`src/rtl/ps2_synth_pkg.sv`:
```
// Shared scan codes, lookup helpers, parser state and ADSR selector encodings
// for the PS/2 synth keyboard front end.
package ps2_synth_pkg;

    localparam logic [7:0] SC_EXT = 8'hE0;
    localparam logic [7:0] SC_BRK = 8'hF0;

    localparam logic [7:0] SC_Z   = 8'h1A;
    localparam logic [7:0] SC_X   = 8'h22;
    localparam logic [7:0] SC_C   = 8'h21;
    localparam logic [7:0] SC_V   = 8'h2A;
    localparam logic [7:0] SC_1   = 8'h16;
    localparam logic [7:0] SC_2   = 8'h1E;
    localparam logic [7:0] SC_3   = 8'h26;
    localparam logic [7:0] SC_4   = 8'h25;
    localparam logic [7:0] SC_5   = 8'h2E;
    localparam logic [7:0] SC_6   = 8'h36;
    localparam logic [7:0] SC_7   = 8'h3D;
    localparam logic [7:0] SC_8   = 8'h3E;
    localparam logic [7:0] SC_TAB = 8'h0D;

    // Held-bit slots for control keys that ignore typematic repeats
    localparam logic [2:0] H_Z   = 3'd0;
    localparam logic [2:0] H_X   = 3'd1;
    localparam logic [2:0] H_C   = 3'd2;
    localparam logic [2:0] H_V   = 3'd3;
    localparam logic [2:0] H_6   = 3'd4;
    localparam logic [2:0] H_7   = 3'd5;
    localparam logic [2:0] H_8   = 3'd6;
    localparam logic [2:0] H_TAB = 3'd7;

    typedef enum logic [1:0] {
        PS_IDLE    = 2'd0,
        PS_BRK     = 2'd1,
        PS_EXT     = 2'd2,
        PS_EXT_BRK = 2'd3
    } ps_state_e;

    typedef enum logic [2:0] {
        ADSR_VOL = 3'd0,
        ADSR_A   = 3'd1,
        ADSR_D   = 3'd2,
        ADSR_S   = 3'd3,
        ADSR_R   = 3'd4
    } adsr_sel_e;

    // Returns {hit, note index 0..11}
    function automatic logic [4:0] note_lookup(input logic [7:0] code);
        case (code)
            8'h1C:   return {1'b1, 4'd0};
            8'h1D:   return {1'b1, 4'd1};
            8'h1B:   return {1'b1, 4'd2};
            8'h24:   return {1'b1, 4'd3};
            8'h23:   return {1'b1, 4'd4};
            8'h2B:   return {1'b1, 4'd5};
            8'h2C:   return {1'b1, 4'd6};
            8'h34:   return {1'b1, 4'd7};
            8'h35:   return {1'b1, 4'd8};
            8'h33:   return {1'b1, 4'd9};
            8'h3C:   return {1'b1, 4'd10};
            8'h3B:   return {1'b1, 4'd11};
            default: return 5'd0;
        endcase
    endfunction

    // Returns {hit, held-bit index}
    function automatic logic [3:0] ctl_lookup(input logic [7:0] code);
        case (code)
            SC_Z:    return {1'b1, H_Z};
            SC_X:    return {1'b1, H_X};
            SC_C:    return {1'b1, H_C};
            SC_V:    return {1'b1, H_V};
            SC_6:    return {1'b1, H_6};
            SC_7:    return {1'b1, H_7};
            SC_8:    return {1'b1, H_8};
            SC_TAB:  return {1'b1, H_TAB};
            default: return 4'd0;
        endcase
    endfunction

endpackage

```
`src/rtl/ps2_voice_alloc.sv`:
```
// Voice slot allocator: maps note make/break strobes onto NUM_VOICES slots
// with lowest-free allocation, round-robin stealing and sustain-hold support.
module ps2_voice_alloc #(
    parameter int NUM_VOICES = 4
) (
    input  logic                    clk,
    input  logic                    resetn,
    input  logic                    note_make,
    input  logic                    note_brk,
    input  logic [3:0]              note,
    input  logic                    hold,
    input  logic                    hold_fall,
    output logic [4*NUM_VOICES-1:0] voice_note,
    output logic [NUM_VOICES-1:0]   voice_gate,
    output logic [NUM_VOICES-1:0]   voice_trig
);
    localparam int PW = (NUM_VOICES > 1) ? $clog2(NUM_VOICES) : 1;

    logic [NUM_VOICES-1:0][3:0] note_q, note_d;
    logic [NUM_VOICES-1:0]      gate_q, gate_d;
    logic [NUM_VOICES-1:0]      phys_q, phys_d;
    logic [NUM_VOICES-1:0]      trig_q, trig_d;
    logic [PW-1:0]              steal_q, steal_d;

    logic [NUM_VOICES-1:0] match, free;
    logic [PW-1:0]         m_idx, f_idx, sel;

    always_comb begin
        m_idx = '0;
        f_idx = '0;
        for (int i = 0; i < NUM_VOICES; i++) begin
            match[i] = gate_q[i] && (note_q[i] == note);
            free[i]  = !gate_q[i];
        end
        // Descending scan so the lowest matching/free index wins
        for (int i = NUM_VOICES - 1; i >= 0; i--) begin
            if (match[i]) m_idx = PW'(i);
            if (free[i])  f_idx = PW'(i);
        end
        sel = (|free) ? f_idx : steal_q;
    end

    always_comb begin
        note_d  = note_q;
        gate_d  = gate_q;
        phys_d  = phys_q;
        trig_d  = '0;
        steal_d = steal_q;
        if (note_make) begin
            if (|match) begin
                phys_d[m_idx] = 1'b1;
            end else begin
                note_d[sel] = note;
                gate_d[sel] = 1'b1;
                phys_d[sel] = 1'b1;
                trig_d[sel] = 1'b1;
                if (!(|free))
                    steal_d = (steal_q == PW'(NUM_VOICES - 1)) ? '0 : steal_q + PW'(1);
            end
        end
        if (note_brk && (|match)) begin
            phys_d[m_idx] = 1'b0;
            if (!hold) gate_d[m_idx] = 1'b0;
        end
        // Releasing sustain drops every slot whose key is no longer down
        if (hold_fall) gate_d = gate_d & phys_d;
    end

    always_ff @(posedge clk) begin
        if (!resetn) begin
            note_q  <= '0;
            gate_q  <= '0;
            phys_q  <= '0;
            trig_q  <= '0;
            steal_q <= '0;
        end else begin
            note_q  <= note_d;
            gate_q  <= gate_d;
            phys_q  <= phys_d;
            trig_q  <= trig_d;
            steal_q <= steal_d;
        end
    end

    assign voice_note = note_q;
    assign voice_gate = gate_q;
    assign voice_trig = trig_q;

endmodule

```
`src/rtl/ps2_poly_keymap.sv`:
```
// Polyphonic PS/2 keyboard decoder: scan-code parser, control-key registers and
// the voice allocator. All outputs registered, one cycle after the byte.
module ps2_poly_keymap
    import ps2_synth_pkg::*;
#(
    parameter int NUM_VOICES = 4,
    parameter int OCT_W      = 3,
    parameter int OCT_RST    = 4
) (
    input  logic                    CLOCK_50,
    input  logic                    resetn,
    input  logic                    ps2_valid,
    input  logic [7:0]              ps2_data,
    output logic [4*NUM_VOICES-1:0] voice_note,
    output logic [NUM_VOICES-1:0]   voice_gate,
    output logic [NUM_VOICES-1:0]   voice_trig,
    output logic [OCT_W-1:0]        octave,
    output logic [2:0]              adsr_sel,
    output logic                    adsr_inc,
    output logic                    adsr_dec,
    output logic                    sine,
    output logic [1:0]              overdrive,
    output logic                    hold
);
    localparam logic [OCT_W-1:0] OCT_MAX = {OCT_W{1'b1}};

    ps_state_e        state_q, state_d;
    logic [7:0]       held_q, held_d;
    logic [OCT_W-1:0] octave_q, octave_d;
    logic [2:0]       adsr_sel_q, adsr_sel_d;
    logic             adsr_inc_q, adsr_inc_d;
    logic             adsr_dec_q, adsr_dec_d;
    logic             sine_q, sine_d;
    logic [1:0]       od_q, od_d;
    logic             hold_q, hold_d;

    logic       note_hit, ctl_hit, note_make, note_brk, hold_fall, ctl_new;
    logic [3:0] note_idx;
    logic [2:0] ctl_idx;

    always_comb begin
        {note_hit, note_idx} = note_lookup(ps2_data);
        {ctl_hit, ctl_idx}   = ctl_lookup(ps2_data);
        ctl_new    = ctl_hit && !held_q[ctl_idx];
        state_d    = state_q;
        held_d     = held_q;
        octave_d   = octave_q;
        adsr_sel_d = adsr_sel_q;
        adsr_inc_d = 1'b0;
        adsr_dec_d = 1'b0;
        sine_d     = sine_q;
        od_d       = od_q;
        hold_d     = hold_q;
        note_make  = 1'b0;
        note_brk   = 1'b0;
        hold_fall  = 1'b0;
        if (ps2_valid) begin
            unique case (state_q)
                PS_IDLE: begin
                    if (ps2_data == SC_EXT) begin
                        state_d = PS_EXT;
                    end else if (ps2_data == SC_BRK) begin
                        state_d = PS_BRK;
                    end else begin
                        note_make = note_hit;
                        if (ctl_new) held_d[ctl_idx] = 1'b1;
                        case (ps2_data)
                            SC_Z:   if (ctl_new && octave_q != '0) octave_d = octave_q - OCT_W'(1);
                            SC_X:   if (ctl_new && octave_q != OCT_MAX) octave_d = octave_q + OCT_W'(1);
                            SC_C:   adsr_dec_d = ctl_new;
                            SC_V:   adsr_inc_d = ctl_new;
                            SC_6:   if (ctl_new) sine_d = !sine_q;
                            SC_7:   if (ctl_new) od_d[0] = !od_q[0];
                            SC_8:   if (ctl_new) od_d[1] = !od_q[1];
                            SC_TAB: if (ctl_new) begin
                                        hold_d    = !hold_q;
                                        hold_fall = hold_q;
                                    end
                            SC_1:   adsr_sel_d = ADSR_VOL;
                            SC_2:   adsr_sel_d = ADSR_A;
                            SC_3:   adsr_sel_d = ADSR_D;
                            SC_4:   adsr_sel_d = ADSR_S;
                            SC_5:   adsr_sel_d = ADSR_R;
                            default: ;
                        endcase
                    end
                end
                PS_BRK: begin
                    state_d  = PS_IDLE;
                    note_brk = note_hit;
                    if (ctl_hit) held_d[ctl_idx] = 1'b0;
                end
                PS_EXT:     state_d = (ps2_data == SC_BRK) ? PS_EXT_BRK : PS_IDLE;
                PS_EXT_BRK: state_d = PS_IDLE;
                default:    state_d = PS_IDLE;
            endcase
        end
    end

    always_ff @(posedge CLOCK_50) begin
        if (!resetn) begin
            state_q    <= PS_IDLE;
            held_q     <= '0;
            octave_q   <= OCT_W'(OCT_RST);
            adsr_sel_q <= '0;
            adsr_inc_q <= 1'b0;
            adsr_dec_q <= 1'b0;
            sine_q     <= 1'b0;
            od_q       <= '0;
            hold_q     <= 1'b0;
        end else begin
            state_q    <= state_d;
            held_q     <= held_d;
            octave_q   <= octave_d;
            adsr_sel_q <= adsr_sel_d;
            adsr_inc_q <= adsr_inc_d;
            adsr_dec_q <= adsr_dec_d;
            sine_q     <= sine_d;
            od_q       <= od_d;
            hold_q     <= hold_d;
        end
    end

    ps2_voice_alloc #(.NUM_VOICES(NUM_VOICES)) u_alloc (
        .clk        (CLOCK_50),
        .resetn     (resetn),
        .note_make  (note_make),
        .note_brk   (note_brk),
        .note       (note_idx),
        .hold       (hold_q),
        .hold_fall  (hold_fall),
        .voice_note (voice_note),
        .voice_gate (voice_gate),
        .voice_trig (voice_trig)
    );

    assign octave    = octave_q;
    assign adsr_sel  = adsr_sel_q;
    assign adsr_inc  = adsr_inc_q;
    assign adsr_dec  = adsr_dec_q;
    assign sine      = sine_q;
    assign overdrive = od_q;
    assign hold      = hold_q;

endmodule
```
`config.mk`:
```
export PLATFORM = sky130hd
export DESIGN_NAME = ps2_poly_keymap
export DESIGN_NICKNAME = d
export VERILOG_FILES = /design/src/rtl/ps2_synth_pkg.sv /design/src/rtl/ps2_voice_alloc.sv /design/src/rtl/ps2_poly_keymap.sv
export SDC_FILE = /design/constraint.sdc
export NUM_CORES = 1
export LEC_CHECK = 0
export ABC_CLOCK_PERIOD_IN_PS = 4130
export CORE_MARGIN = 1.5
export CORE_UTILIZATION = 45
export CTS_CLUSTER_DIAMETER = 60
export DETAILED_ROUTE_END_ITERATION = 10
export DONT_BUFFER_PORTS = 1
export GPL_ROUTABILITY_DRIVEN = 0
export PLACE_DENSITY = 0.65
export SLEW_MARGIN = 20
export SYNTH_ARGS = -nofsm -noshare
export SYNTH_HDL_FRONTEND = slang
export SYNTH_SLANG_ARGS = --single-unit
```
`constraint.sdc`:
```
create_clock -name CLOCK_50 -period 4.13 [get_ports CLOCK_50]
set_clock_uncertainty 0.05 [all_clocks]
set_input_delay 1.239 -clock CLOCK_50 [delete_from_list [all_inputs] [get_ports CLOCK_50]]
set_output_delay 1.239 -clock CLOCK_50 [all_outputs]
set_load 0.03 [all_outputs]
```
==> impl_metrics.json <==
{
  "status": "complete, no violations",
  "synth_compound_area_frac": 0.220,
  "die-area_um2": 7980,
  "final_nets": 392,
  "cp-start-kind": "input port",
  "cp_max_fo": 10,
  "seq_area_frac_synth": 0.310,
  "design_area_um2": 3500,
  "fp-row-count": 31,
  "route.vias.total": 3001,
  "synth_top_family_by_area": "simple AND/OR/NAND/NOR gates",
  "synth_seq_cells": 52,
  "drive_gt1_frac": 0.0921,
  "cts_tree": "yes",
  "synth-edff-count": 0,
  "rsz0062_at_grt": "false",
  "slew_headroom": 0.395,
  "numCtsBuffers": 5,
  "worstSkewPairLatency_ps": 310,
  "multi_input_area_um2": 2120,
  "via_per_inst": 6.27,
  "finalHoldViolCount": 0,
  "async_flop_share": 0,
  "yosysTopAreaCell": "dfxtp_1",
  "io_pins": 47,
  "synth_simple_gate_area_frac": 0.300,
  "synthCells": 391,
  "ant_nets": 0,
  "synth_nets": 404,
  "drc": 0,
  "maxSlewViolCount": 0,
  "report.final.setup_viol": 0,
  "yosysUniqueCellTypes": 76,
  "synthXorXnorAreaFrac": 0.0339,
  "postCtsHoldBufs": 0,
  "critical_path_class": "in2reg",
  "root_buffer": "clkbuf_8",
  "port_buffers": 0,
  "die_w_um": 89.4,
  "syn_to_final_growth_pct": 4.18,
  "cts_resized": 0,
  "synth_top_flop_cell": "dfxtp_1",
  "vdd_drop_max_uv": 165,
  "cp.arrival_ps": 3630,
  "netlist_area_um2": 3360,
  "postCtsSetupBuffers": 0,
  "hp-class": "reg2reg",
  "tns_ps": 0,
  "fin_crit_ps": 3430,
  "grt_pass1_wl_mm": 14.1,
  "dpl.hpwl_mm": 6.18,
  "yosysWarnings": 0,
  "clockBufferDepth": 2,
  "drt-initial-drc-count": 203,
  "synth_top_area_frac": 0.310,
  "end_kind": "flop",
  "yosys-top-cells-area": "dfxtp_1 (31%), mux2i_1 (6.9%), nand2_1 (4.8%)",
  "cts.sinks": 52,
  "regArea_um2": 1040,
  "p_per_area_nw_per_um2": 267,
  "drv_cap": 0,
  "clkTransAtPathRegs_ps": 110,
  "die_h_um": 89.4,
  "syn_avg_cell_area_um2": 8.58,
  "tightestPinTransition_ps": 908,
  "grt_max_degree": 47,
  "fin_crit_sh": 0.831,
  "grtUsageTotal": 0.227,
  "grt_pass1_vias": 2733,
  "place_area_um2": 3380,
  "synth_adder_area_share": 0.00969,
  "initial_core_util": 0.465,
  "firstDrtPassIters": 5,
  "required_ps": 4330,
  "wire_per_inst_um": 18.1,
  "fp.coreArea_um2": 7210,
  "cts_htree_levels": 2,
  "wl_mm": 8.67,
  "synth.most_common_cell": "dfxtp_1",
  "fmax_ghz": 0.291,
  "diodes": 0,
  "r2r_slack_ps": 1730,
  "yosys-mux-area-fraction": 0.0686,
  "synthTopCellsByCount": "dfxtp_1 (52), nand2_1 (43), mux2i_1 (23), nor2_1 (20), o21ai_0 (17)",
  "antenna_found_initial": 0,
  "grt_overflow": 0,
  "final.fill_count": 703,
  "leakage_nw": 1.22
}
==> routing by layer <==
| metal | up-vias | global-route usage | share of wire |
|---|---|---|---|
| li1 | 1443 | - | - |
| met5 | - | 0 | 0 |
| met1 | 1447 | 0.330 | 0.47 |
| met2 | 104 | 0.340 | 0.45 |
| met4 | 0 | 0.0545 | 0.0077 |
| met3 | 7 | 0.0517 | 0.069 |
==> path summary, 6_finish.rpt <==
kind                     startpoint               endpoint  cells after the start
max reg2reg  u_alloc.voice_note[11]      u_alloc.phys_q[1]                      7
min reg2reg       u_alloc.phys_q[2]      u_alloc.phys_q[2]                      2
min               u_alloc.phys_q[2]      u_alloc.phys_q[2]                      2
max                     ps2_data[6]  u_alloc.voice_note[5]                      6
==> logic make-up after synthesis <==
family          count (synthesis)
simple gates                  167
buf+inv                        38
fa+ha+maj                       2
flops                          52
mux                            23
xor+xnor                       13
compound gates                 96
==> cells in the final DEF, fill, tap and decap left out, types with 4 or more instances in the layout <==
cell / instances
xnor2_1: 6
nand4_1: 10
a211o_1: 7
a21oi_1: 12
nand2_1: 43
and4b_1: 5
o31ai_1: 4
clkbuf_8: 5
xor2_1: 7
nand3_1: 12
o41ai_1: 6
inv_1: 12
mux2i_1: 23
and2_1: 9
o21a_1: 5
o21ai_0: 17
nor3b_1: 4
nand2b_1: 9
or2_2: 5
o211ai_1: 5
nor2_1: 20
buf_4: 7
nor3_1: 9
dfxtp_1: 52
or3_1: 5
==> report_power, final <==
part           switching, mW  internal (mW)  leakage (nW)  total [mW]
combinational         0.0370         0.0269         0.747      0.0639
sequential           0.00172          0.502         0.419       0.504
clock                  0.181          0.184        0.0558       0.365
total                  0.220          0.712          1.22       0.932
==> critical path: stages <==
cell and delay (ps):
nand4bb_1 430, a31oi_1 490, a221oi_1 230, a211o_1 390, nor4b_4 590, mux2i_1 250
==> per-stage QoR <==
| step | util | worst slack [ps] | hold WS (ps) | total power, mW | std cells |
|---|---|---|---|---|---|
| finish | 0.485 | 699 | 413 | 0.932 | 479 |
| detailed placement | 0.469 | 387 | 400 | 0.579 | 471 |
| floorplan | - | 548 | 380 | 0.587 | 391 |
| CTS | 0.485 | 721 | 415 | 0.936 | 479 |
| global route | 0.485 | 497 | 449 | 0.966 | 479 |
| global placement | 0.469 | 424 | 395 | 0.578 | 471 |
==> layout make-up <==
type	count	share of cell area
Inverter	12	0.0129
Clock buffer	6	0.0208
Multi-Input combinational cell	301	0.607
Tap cell	99	0.0354
Clock inverter	2	0.0111
Timing Repair Buffer	7	0.0150
Sequential cell	52	0.298
(Power assumes the default switching activity.)
